### src/rtl/mem_port_arbiter.sv
// rtl/mem_port_arbiter.sv - two-port (instruction/data) arbiter onto a single backing-memory port
module mem_port_arbiter #(
  parameter bit D_PRIORITY = 1'b1
) (
  input  logic        clk,
  input  logic        rst_n,
  input  logic        read_a,
  input  logic [31:0] address_a,
  output logic        resp_a,
  output logic [31:0] rdata_a,
  input  logic        read_b,
  input  logic        write,
  input  logic [3:0]  wmask,
  input  logic [31:0] address_b,
  input  logic [31:0] wdata,
  output logic        resp_b,
  output logic [31:0] rdata_b,
  output logic        pmem_read,
  output logic        pmem_write,
  output logic [31:0] pmem_address,
  output logic [31:0] pmem_wdata,
  output logic [3:0]  pmem_wmask,
  input  logic [31:0] pmem_rdata,
  input  logic        pmem_resp
);

  localparam logic [2:0] IDLE   = 3'd0;
  localparam logic [2:0] BUSY_A = 3'd1;
  localparam logic [2:0] BUSY_B = 3'd2;
  localparam logic [2:0] DONE_A = 3'd3;
  localparam logic [2:0] DONE_B = 3'd4;

  logic [2:0]  state, state_nxt;
  logic        last_b;        // 1 when port B received the most recent grant
  logic [31:0] lat_addr;
  logic [31:0] lat_wdata;
  logic [3:0]  lat_wmask;
  logic        lat_write;
  logic        pend_b;
  logic        grant_a, grant_b;
  logic        busy;

  assign pend_b = read_b | write;
  assign busy   = (state == BUSY_A) || (state == BUSY_B);

  // Grant selection in IDLE: a lone requester wins, a tie goes to the port not served last
  always_comb begin
    grant_a = read_a && (!pend_b || last_b);
    grant_b = pend_b && (!read_a || !last_b);
  end

  // Next-state logic; BUSY waits indefinitely on pmem_resp, DONE always returns to IDLE
  always_comb begin
    state_nxt = state;
    case (state)
      IDLE: begin
        if (grant_a)      state_nxt = BUSY_A;
        else if (grant_b) state_nxt = BUSY_B;
      end
      BUSY_A:  if (pmem_resp) state_nxt = DONE_A;
      BUSY_B:  if (pmem_resp) state_nxt = DONE_B;
      DONE_A:  state_nxt = IDLE;
      DONE_B:  state_nxt = IDLE;
      default: state_nxt = IDLE;
    endcase
  end

  // State, request latching on grant, and read-data capture on memory completion
  always_ff @(posedge clk or negedge rst_n) begin
    if (!rst_n) begin
      state     <= IDLE;
      last_b    <= ~D_PRIORITY;
      lat_addr  <= 32'h0;
      lat_wdata <= 32'h0;
      lat_wmask <= 4'h0;
      lat_write <= 1'b0;
      rdata_a   <= 32'h0;
      rdata_b   <= 32'h0;
    end else begin
      state <= state_nxt;
      if (state == IDLE) begin
        if (grant_a) begin
          lat_addr  <= address_a;
          lat_wdata <= 32'h0;
          lat_wmask <= 4'h0;
          lat_write <= 1'b0;
          last_b    <= 1'b0;
        end else if (grant_b) begin
          // read_b together with write is a write
          lat_addr  <= address_b;
          lat_wdata <= wdata;
          lat_wmask <= write ? wmask : 4'h0;
          lat_write <= write;
          last_b    <= 1'b1;
        end
      end
      if (state == BUSY_A && pmem_resp) rdata_a <= pmem_rdata;
      if (state == BUSY_B && pmem_resp && !lat_write) rdata_b <= pmem_rdata;
    end
  end

  // Memory-side outputs are live only while a transaction is in flight
  always_comb begin
    pmem_read    = busy && !lat_write;
    pmem_write   = busy && lat_write;
    pmem_address = busy ? lat_addr : 32'h0;
    pmem_wdata   = busy ? lat_wdata : 32'h0;
    pmem_wmask   = (busy && lat_write) ? lat_wmask : 4'h0;
    resp_a       = (state == DONE_A);
    resp_b       = (state == DONE_B);
  end

endmodule

### config.mk
export PLATFORM = sky130hd
export DESIGN_NAME = mem_port_arbiter
export DESIGN_NICKNAME = d
export VERILOG_FILES = /design/src/rtl/mem_port_arbiter.sv
export SDC_FILE = /design/constraint.sdc
export NUM_CORES = 1
export LEC_CHECK = 0
export ABC_CLOCK_PERIOD_IN_PS = 2900
export CAP_MARGIN = 20
export CORE_MARGIN = 1.5
export CORE_UTILIZATION = 45
export CTS_CLUSTER_DIAMETER = 40
export CTS_CLUSTER_SIZE = 20
export DETAILED_ROUTE_END_ITERATION = 7
export GPL_TIMING_DRIVEN = 1
export HOLD_SLACK_MARGIN = 0.06
export PLACE_DENSITY = 0.85
export SETUP_SLACK_MARGIN = 0.2
export SKIP_LAST_GASP = 1
export SYNTH_ARGS = -nofsm -noshare
export SYNTH_HDL_FRONTEND = slang
export SYNTH_SLANG_ARGS = --single-unit
### constraint.sdc
create_clock -name clk -period 2.9 [get_ports clk]
set_input_delay 0.58 -clock clk [delete_from_list [all_inputs] [get_ports clk]]
set_output_delay 0.58 -clock clk [all_outputs]
set_load 0.005 [all_outputs]
# --- Word-level counts from Yosys, hierarchy flattened ---
# Cells that the tools add are included.
totals:
  reg_bits: 137
  latchBits: 0
  mem_bits_rw: 0
  romBits: 0
  in_bits: 138
  output_inout_bits: 136
  elab_cells: 53
  n_memories: 0
op_classes:
  add_sub_neg: 0
  n_mul: 0
  div_mod_pow: 0
  n_lt_le_gt_ge: 0
  eq_ne: 7
  n_shift: 0
  mux: 19
  bitwise: 1
  reduce_logical: 18
ops:
  columns: ["operator", "n"]
  rows:
  - ["$mux 32", 6]
  - ["$mux 4", 4]
  - ["$mux 3", 4]
  - ["$pmux 3 s3", 1]
  - ["$logic_and 1x1->1", 7]
  - ["$eq 3x2->1 const B", 2]
  - ["$logic_not 1->1", 4]
  - ["$mux 1", 4]
  - ["$ne 2x2->1 const B", 2]
  - ["$eq 3x1->1 const B", 1]
  - ["$eq 3x3->1 const B", 1]
  - ["$logic_not 3->1", 1]
  - ["$logic_or 1x1->1", 3]
  - ["$ne 3x3->1 const B", 1]
  - ["$reduce_and 3->1", 1]
  - ["$reduce_and 2->1", 1]
  - ["$reduce_bool 2->1", 1]
  - ["$or 1x1->1", 1]

# --- Longest topological paths before layout ---
# Gate-level depths: netlist of run 1.
depth:
  word_depth: 6
  depth_mapped: 6
  depth_no_buf: 3

# --- Worst setup path after synthesis of run 1 ---
# No wires, ideal clock.
synth_path:
  kind: "register to output"
  startpoint: "reg state[1]"
  endpoint: "out pmem_wdata[22]"
  arrival_ps: 1439
  required_ps: 2320
  slack_ps: 881
  path_stages_with_launch: 7
  path_cell_list: "dfrtp_1 buf_2 xnor2_1 nor2_1 clkbuf_1 clkbuf_1 and2_1"
synth_between:
  elab_chain_cells: 3
  elab_cells_between_ends: 4
synth_lines:
  columns: ["element", "line", "rtl"]
  rows:
  - ["start: declaration", "33", "logic [2:0] state, state_nxt;"]
  - ["start signal: assignment", "80", "state <= state_nxt;"]
  - ["$eq 3x1->1 or $eq 3x2->1 (tied branches)", "44", "assign busy = (state == BUSY_A) || (state == BUSY_B);"]
  - ["$logic_or 1x1->1 *", "44", null]
  - ["$mux 32 *", "107", "pmem_wdata = busy ? lat_wdata : 32'h0;"]
  - ["end: declaration", "21", "output logic [31:0] pmem_wdata,"]
# Every way passes the cells marked *; elsewhere a longest branch is shown, timed or not.

# --- Final worst setup path of run 1 ---
layout_path:
  startpoint: "reg state[0]"
  endpoint: "out pmem_write"
layout_between:
  elab_chain_cells: 3
  elab_cells_between_ends: 4
layout_lines:
  columns: ["element", "line", "rtl"]
  rows:
  - ["$eq 3x1->1 or $eq 3x2->1 (tied branches)", "44", null]
  - ["$logic_or 1x1->1 *", "44", null]
  - ["$logic_and 1x1->1 *", "105", "pmem_write = busy && lat_write;"]
  - ["end: declaration", "19", "output logic pmem_write,"]
# Marked as above.

==> impl_metrics.toml, run 1 <==
[status]
outcome = "completed"

[global_routing]
grt.total_usage_pct = 27.52
grt_antenna_before_repair = 0
grt_pass1_vias = 5549
grt_first_pass_wirelength_um = 29890
grt_overflow_total = 0
grt_start_max_net_pins = 69

[die]
die_h_um = 119.1
die_x_um = 119.1
io_pins = 274
num_rows = 42
coreArea_um2 = 13190
start_util_pct = 45.99
die_area_um2 = 14180

[logic_synthesis]
syn_nets = 621
synth_cell_types = 34
synthTopCellsByCount = "dfrtp_1 (137), and2_1 (65), mux2_2 (55)"
yosys-top-cells-area = "dfrtp_1 (57%), mux2_2 (10%), and2_1 (6.7%)"
synth.most_common_cell = "dfrtp_1"
synthFlopType = "dfrtp_1"
ys_ff_latch = 137
ys_async_sr_fraction_pct = 100.0
synth_top_area_share_pct = 56.52
synth_cells = 483
yosysTopAreaCell = "dfrtp_1"
netlist_area_um2 = 6066
yosys_warnings = 0
syn_avg_cell_area_um2 = 12.56
synth_edf_count = 0
ys_seq_area_share_pct = 56.52

[cts]
cts_buffers = 17
clk_latency_ns = 0.41
cts_sinks = 137
cts.path.max_buffers = 2
clock-root-buffer = "clkbuf_16"
cts.clk_slew.worst_paths_ns = 0.06
h-tree-depth = 4
cts_tree = "yes"

[routing]
drt_iter0_drc = 307
viasPerCell = 5.577
drt-pass1-iter-count = 5
vias = 5220
drc = 0
wl_um = 19300
avgRoutedWirePerCell_um = 20.62
antenna_left = 0

[place]
placed_area_um2 = 8944
io_buffers = 273
hpwl_um = 13010
gp_congestion = 0.8453

[worst_setup_path]
critPathCaptureType = "primary output"
arrival_ns = 2.10
cp.required_ns = 2.32
crit_fanout = 14
start_kind = "register"
critical_path_class = "reg -> out"

[cells_and_area]
drive_gt1_share_pct = 15.66
fin_area_um2 = 9711
syn_to_final_growth_pct = 60.09
nets = 886
diodes = 0
fillers = 876

[power]
switching_share_pct = 32.03
p_int_w = 0.007943
max-vdd-ir-drop_uv = 769.3
combPwrFrac_pct = 52.5
p_seq_share_pct = 28.9
p_per_area_nw_per_um2 = 1203
power.share.clock_pct = 18.6
switchingPower_w = 0.003743
p_leak_nw = 4.202

[sta]
whs_ns = 0.1541
worst_pin_slew_ns = 0.8337
drv_slew = 0
fmax_mhz = 372.5
maxSlewHeadroom_pct = 44.36
finalHoldViolCount = 0
timing.final.crit_period_ns = 2.685
finClkSkew_ns = 0.008274
setup_viol = 0
rsz0062_at_grt = "yes"
min_period_over_period_pct = 92.58
setup_tns_ns = 0

[worst_hold_path]
hold_class = "in -> async"

[run]
cap_viol_max_count = 0
==> cell families (layout without fill, tap and decap cells) <==
group | after synthesis | in the layout | synth area share [%]
compound gates | 144 | 144 | 18.28
flops | 137 | 137 | 56.52
simple gates | 88 | 88 | 9.055
mux | 65 | 65 | 12.07
buf+inv | 48 | 325 | 3.940
xor+xnor | 1 | 1 | 0.1444
==> final timing paths <==
check                            startpoint           to  cells past startpoint  slack [ns]
worst min-delay path                  rst_n   rdata_b[6]                      1        0.15
max in group asynchronous             rst_n   rdata_b[7]                      2        1.93
worst max-delay path               state[0]   pmem_write                      5        0.22
worst min register to register  rdata_b[29]  rdata_b[29]                      1        0.49
min in group clk                rdata_b[29]  rdata_b[29]                      1        0.49
worst max register to register     state[1]    lat_write                      4        0.51
==> power by group through the flow <==
stage / logic (W) / clock network (W) / registers, W
3_3_place_gp: 0.00550 / 0 / 0.00334
6_report: 0.00614 / 0.00217 / 0.00338
4_1_cts: 0.00609 / 0.00221 / 0.00338
5_1_grt: 0.00653 / 0.00229 / 0.00349
2_1_floorplan: 0.00271 / 0 / 0.00328
3_5_place_dp: 0.00567 / 0 / 0.00340
==> worst max-delay path: stages, from the launching register on <==
cell and delay (ns):
dfrtp_2 0.43, xnor2_2 0.16, nor2_4 0.13, bufbuf_16 0.30
and2_1 0.14, clkdlybuf4s50_1 0.52
==> through the flow <==
stage	instances	util (%)	total power [W]	setup slack, ns
3_5_place_dp	897	67.81	0.009067	0.3516
4_1_cts	935	73.15	0.01168	0.1914
5_1_grt	936	73.62	0.01231	0.1354
6_report	936	73.62	0.01169	0.2152
2_1_floorplan	483	-	0.005992	0.8813
3_3_place_gp	897	67.81	0.008835	0.4113
==> final cells by class <==
type,instances,area [um^2],area share [%]
Clock buffer,19,442.9,4.561
Clock inverter,12,151.4,1.559
Inverter,1,3.754,0.03865
Multi-Input combinational cell,298,2437,25.10
Sequential cell,137,3431,35.33
Tap cell,176,220.2,2.268
Timing Repair Buffer,293,3024,31.14
==> routing by layer <==
metal / part of all wire [%] / vias up / global-route usage, %
met4: 2.8 / 0 / 9.789
met5: 0 / - / 0
met1: 37 / 2549 / 31.19
li1: - / 2315 / -
met2: 49 / 303 / 45.70
met3: 11 / 53 / 12.74
==> cell usage in the layout (no fill, tap or decap), drive strengths merged, types with 15 or more instances in the layout <==
master         Yosys  routed
clkbuf            22      20
dlymetal6s2s       0      15
a311oi            32      32
buf               25      19
mux2              65      65
a22o              32      32
clkdlybuf4s50      0     256
and2              65      65
o21ai             40      40
a2bb2oi           33      33
dfrtp            137     137
==> sequential cells by signal (all words and copies together) (netlist names) <==
signal,flops
last_b,1
state,3
rdata_a,32
lat_wmask,4
lat_write,1
lat_addr,32
rdata_b,32
lat_wdata,32
==> what timing repair did <==
| action | in CTS | in global routing |
|---|---|---|
| buffers inserted | 5 | 0 |
| endpoints found under the setup margin | 55 | 68 |
| cloned | 2 | 1 |
| hold buffers | 0 | 0 |
| pin swaps | 1 | 1 |
| gates resized for setup | 6 | 15 |
(Power assumes the default switching activity.)
==> inputs of run 2 (changes only) <==
--- a/config.mk
+++ b/config.mk
@@ -16,6 +16,7 @@
 export HOLD_SLACK_MARGIN = 0.06
 export PLACE_DENSITY = 0.85
 export SETUP_SLACK_MARGIN = 0.2
+export SKIP_CTS_REPAIR_TIMING = 1
 export SKIP_LAST_GASP = 1
 export SYNTH_ARGS = -nofsm -noshare
 export SYNTH_HDL_FRONTEND = slang
==> run 2 against run 1 <==
Via count about the same. Sequential power is essentially flat. Largest cell class unchanged. Power shrank 0.12%. Clock skew up 0.00070 ns. Combinational power is essentially flat. Non-clock buffer count is 2 higher. Global-route usage decreased by 0.73 points. Critical path depth increased by 1. Clock power about the same. Sequential cell count is the same.
==> impl_metrics.toml, run 2 (synthesis results as in run 1) <==
[routing]
antenna_left = 0
wl_um = 19510
viasPerCell = 5.563
drc = 0
avgRoutedWirePerCell_um = 20.80
vias = 5218
drt_iter0_drc = 306
drt-pass1-iter-count = 6

[global_routing]
grt_pass1_vias = 5457
grt_antenna_before_repair = 0
grt_start_max_net_pins = 69
grt_overflow_total = 0
grt_first_pass_wirelength_um = 29250
grt.total_usage_pct = 26.79

[sta]
fmax_mhz = 365.0
rsz0062_at_grt = "yes"
min_period_over_period_pct = 94.48
timing.final.crit_period_ns = 2.740
drv_slew = 0
maxSlewHeadroom_pct = 46.08
whs_ns = 0.1590
setup_ws_ns = 0.1600
setup_viol = 0
worst_pin_slew_ns = 0.8079
finClkSkew_ns = 0.008972
finalHoldViolCount = 0

[run]
cap_viol_max_count = 0

[cts]
cts.path.max_buffers = 2
clk_latency_ns = 0.42
clock-root-buffer = "clkbuf_16"
cts_sinks = 137
cts_tree = "yes"
cts.clk_slew.worst_paths_ns = 0.06
h-tree-depth = 4
cts_buffers = 17

[cells_and_area]
drive_gt1_share_pct = 15.88
diodes = 0
fin_cells = 938
final_cell_mix = "clkdlybuf4s50_1 (246), dfrtp_1 (135), and2_1 (65)"
layout_commonest_cell = "clkdlybuf4s50_1"
syn_to_final_growth_pct = 60.71
nets = 888

[die]
die_area_um2 = 14180
die_x_um = 119.1
die_h_um = 119.1
num_rows = 42
coreArea_um2 = 13190
start_util_pct = 45.99
io_pins = 274

[worst_setup_path]
reg2reg_from = "state[1]"
rrSetupSlack_ns = 0.64
worstReg2RegEnd = "lat_write"
critPathCaptureType = "primary output"
start_kind = "register"
cp.required_ns = 2.32
critical_path_class = "reg -> out"
arrival_ns = 2.16
r2r_cells = 3
crit_fanout = 14

[place]
hpwl_um = 13010
io_buffers = 273
gp_congestion = 0.8453
post-place-ws_ns = 0.3516
dp.cells = 897

[status]
outcome = "completed"

[power]
max-vdd-ir-drop_uv = 765.8
p_leak_nw = 4.375
p_per_area_nw_per_um2 = 1197

[worst_hold_path]
hold_class = "in -> async"
## run 2: through the flow
step                power [W]  setup TNS [ns]  cell area, um^2  utilization, %
finish                0.01167               0             9748           73.90
global route          0.01230               0             9748           73.90
CTS                   0.01131         -0.5881             9538           72.31
detailed placement   0.009067               0             8944           67.81
global placement     0.008835               0             8944           67.81
floorplan            0.005992               0             6066               -
## run 2: layout make-up
class                      count  area [um^2]
inverter                       1        3.754
tap                          176        220.2
timing repair buffer         295         3062
fill                         872         3442
sequential                   137         3431
clock inverter                12        151.4
clock buffer                  19        442.9
multi-input combinational    298         2437
## run 2: worst max path at each step
| stage | start | to | cells after the start |
|---|---|---|---|
| 2_1_floorplan | state[1] | pmem_wdata[22] | 6 |
| 3_3_place_gp | read_a | lat_write | 4 |
| 3_5_place_dp | read_a | lat_write | 4 |
| 4_1_cts | state[1] | pmem_address[28] | 5 |
| 5_1_grt | state[1] | pmem_address[25] | 6 |
| 6_report | state[0] | pmem_address[22] | 6 |
## run 2: worst max-delay path, stage by stage (launching register included)
cell and delay (ns):
dfrtp_2 0.45, xnor2_2 0.17, nor2_4 0.16, buf_12 0.13, clkbuf_16 0.17, and2_1 0.15
clkdlybuf4s50_1 0.50
## run 2: where the power goes
group / switching, W / leakage [nW] / internal [W]
logic: 0.00242 / 2.45 / 0.00368
clock network: 0.000810 / 0.277 / 0.00136
registers: 0.000535 / 1.65 / 0.00286
## run 2: routing by layer
| layer | vias to the layer above | global-route usage (%) | wire [um] |
|---|---|---|---|
| met4 | 0 | 9.187 | 405 |
| met5 | - | 0 | 0 |
| met2 | 289 | 44.62 | 9826 |
| met1 | 2574 | 30.14 | 7126 |
| li1 | 2319 | - | - |
| met3 | 36 | 12.79 | 2152 |
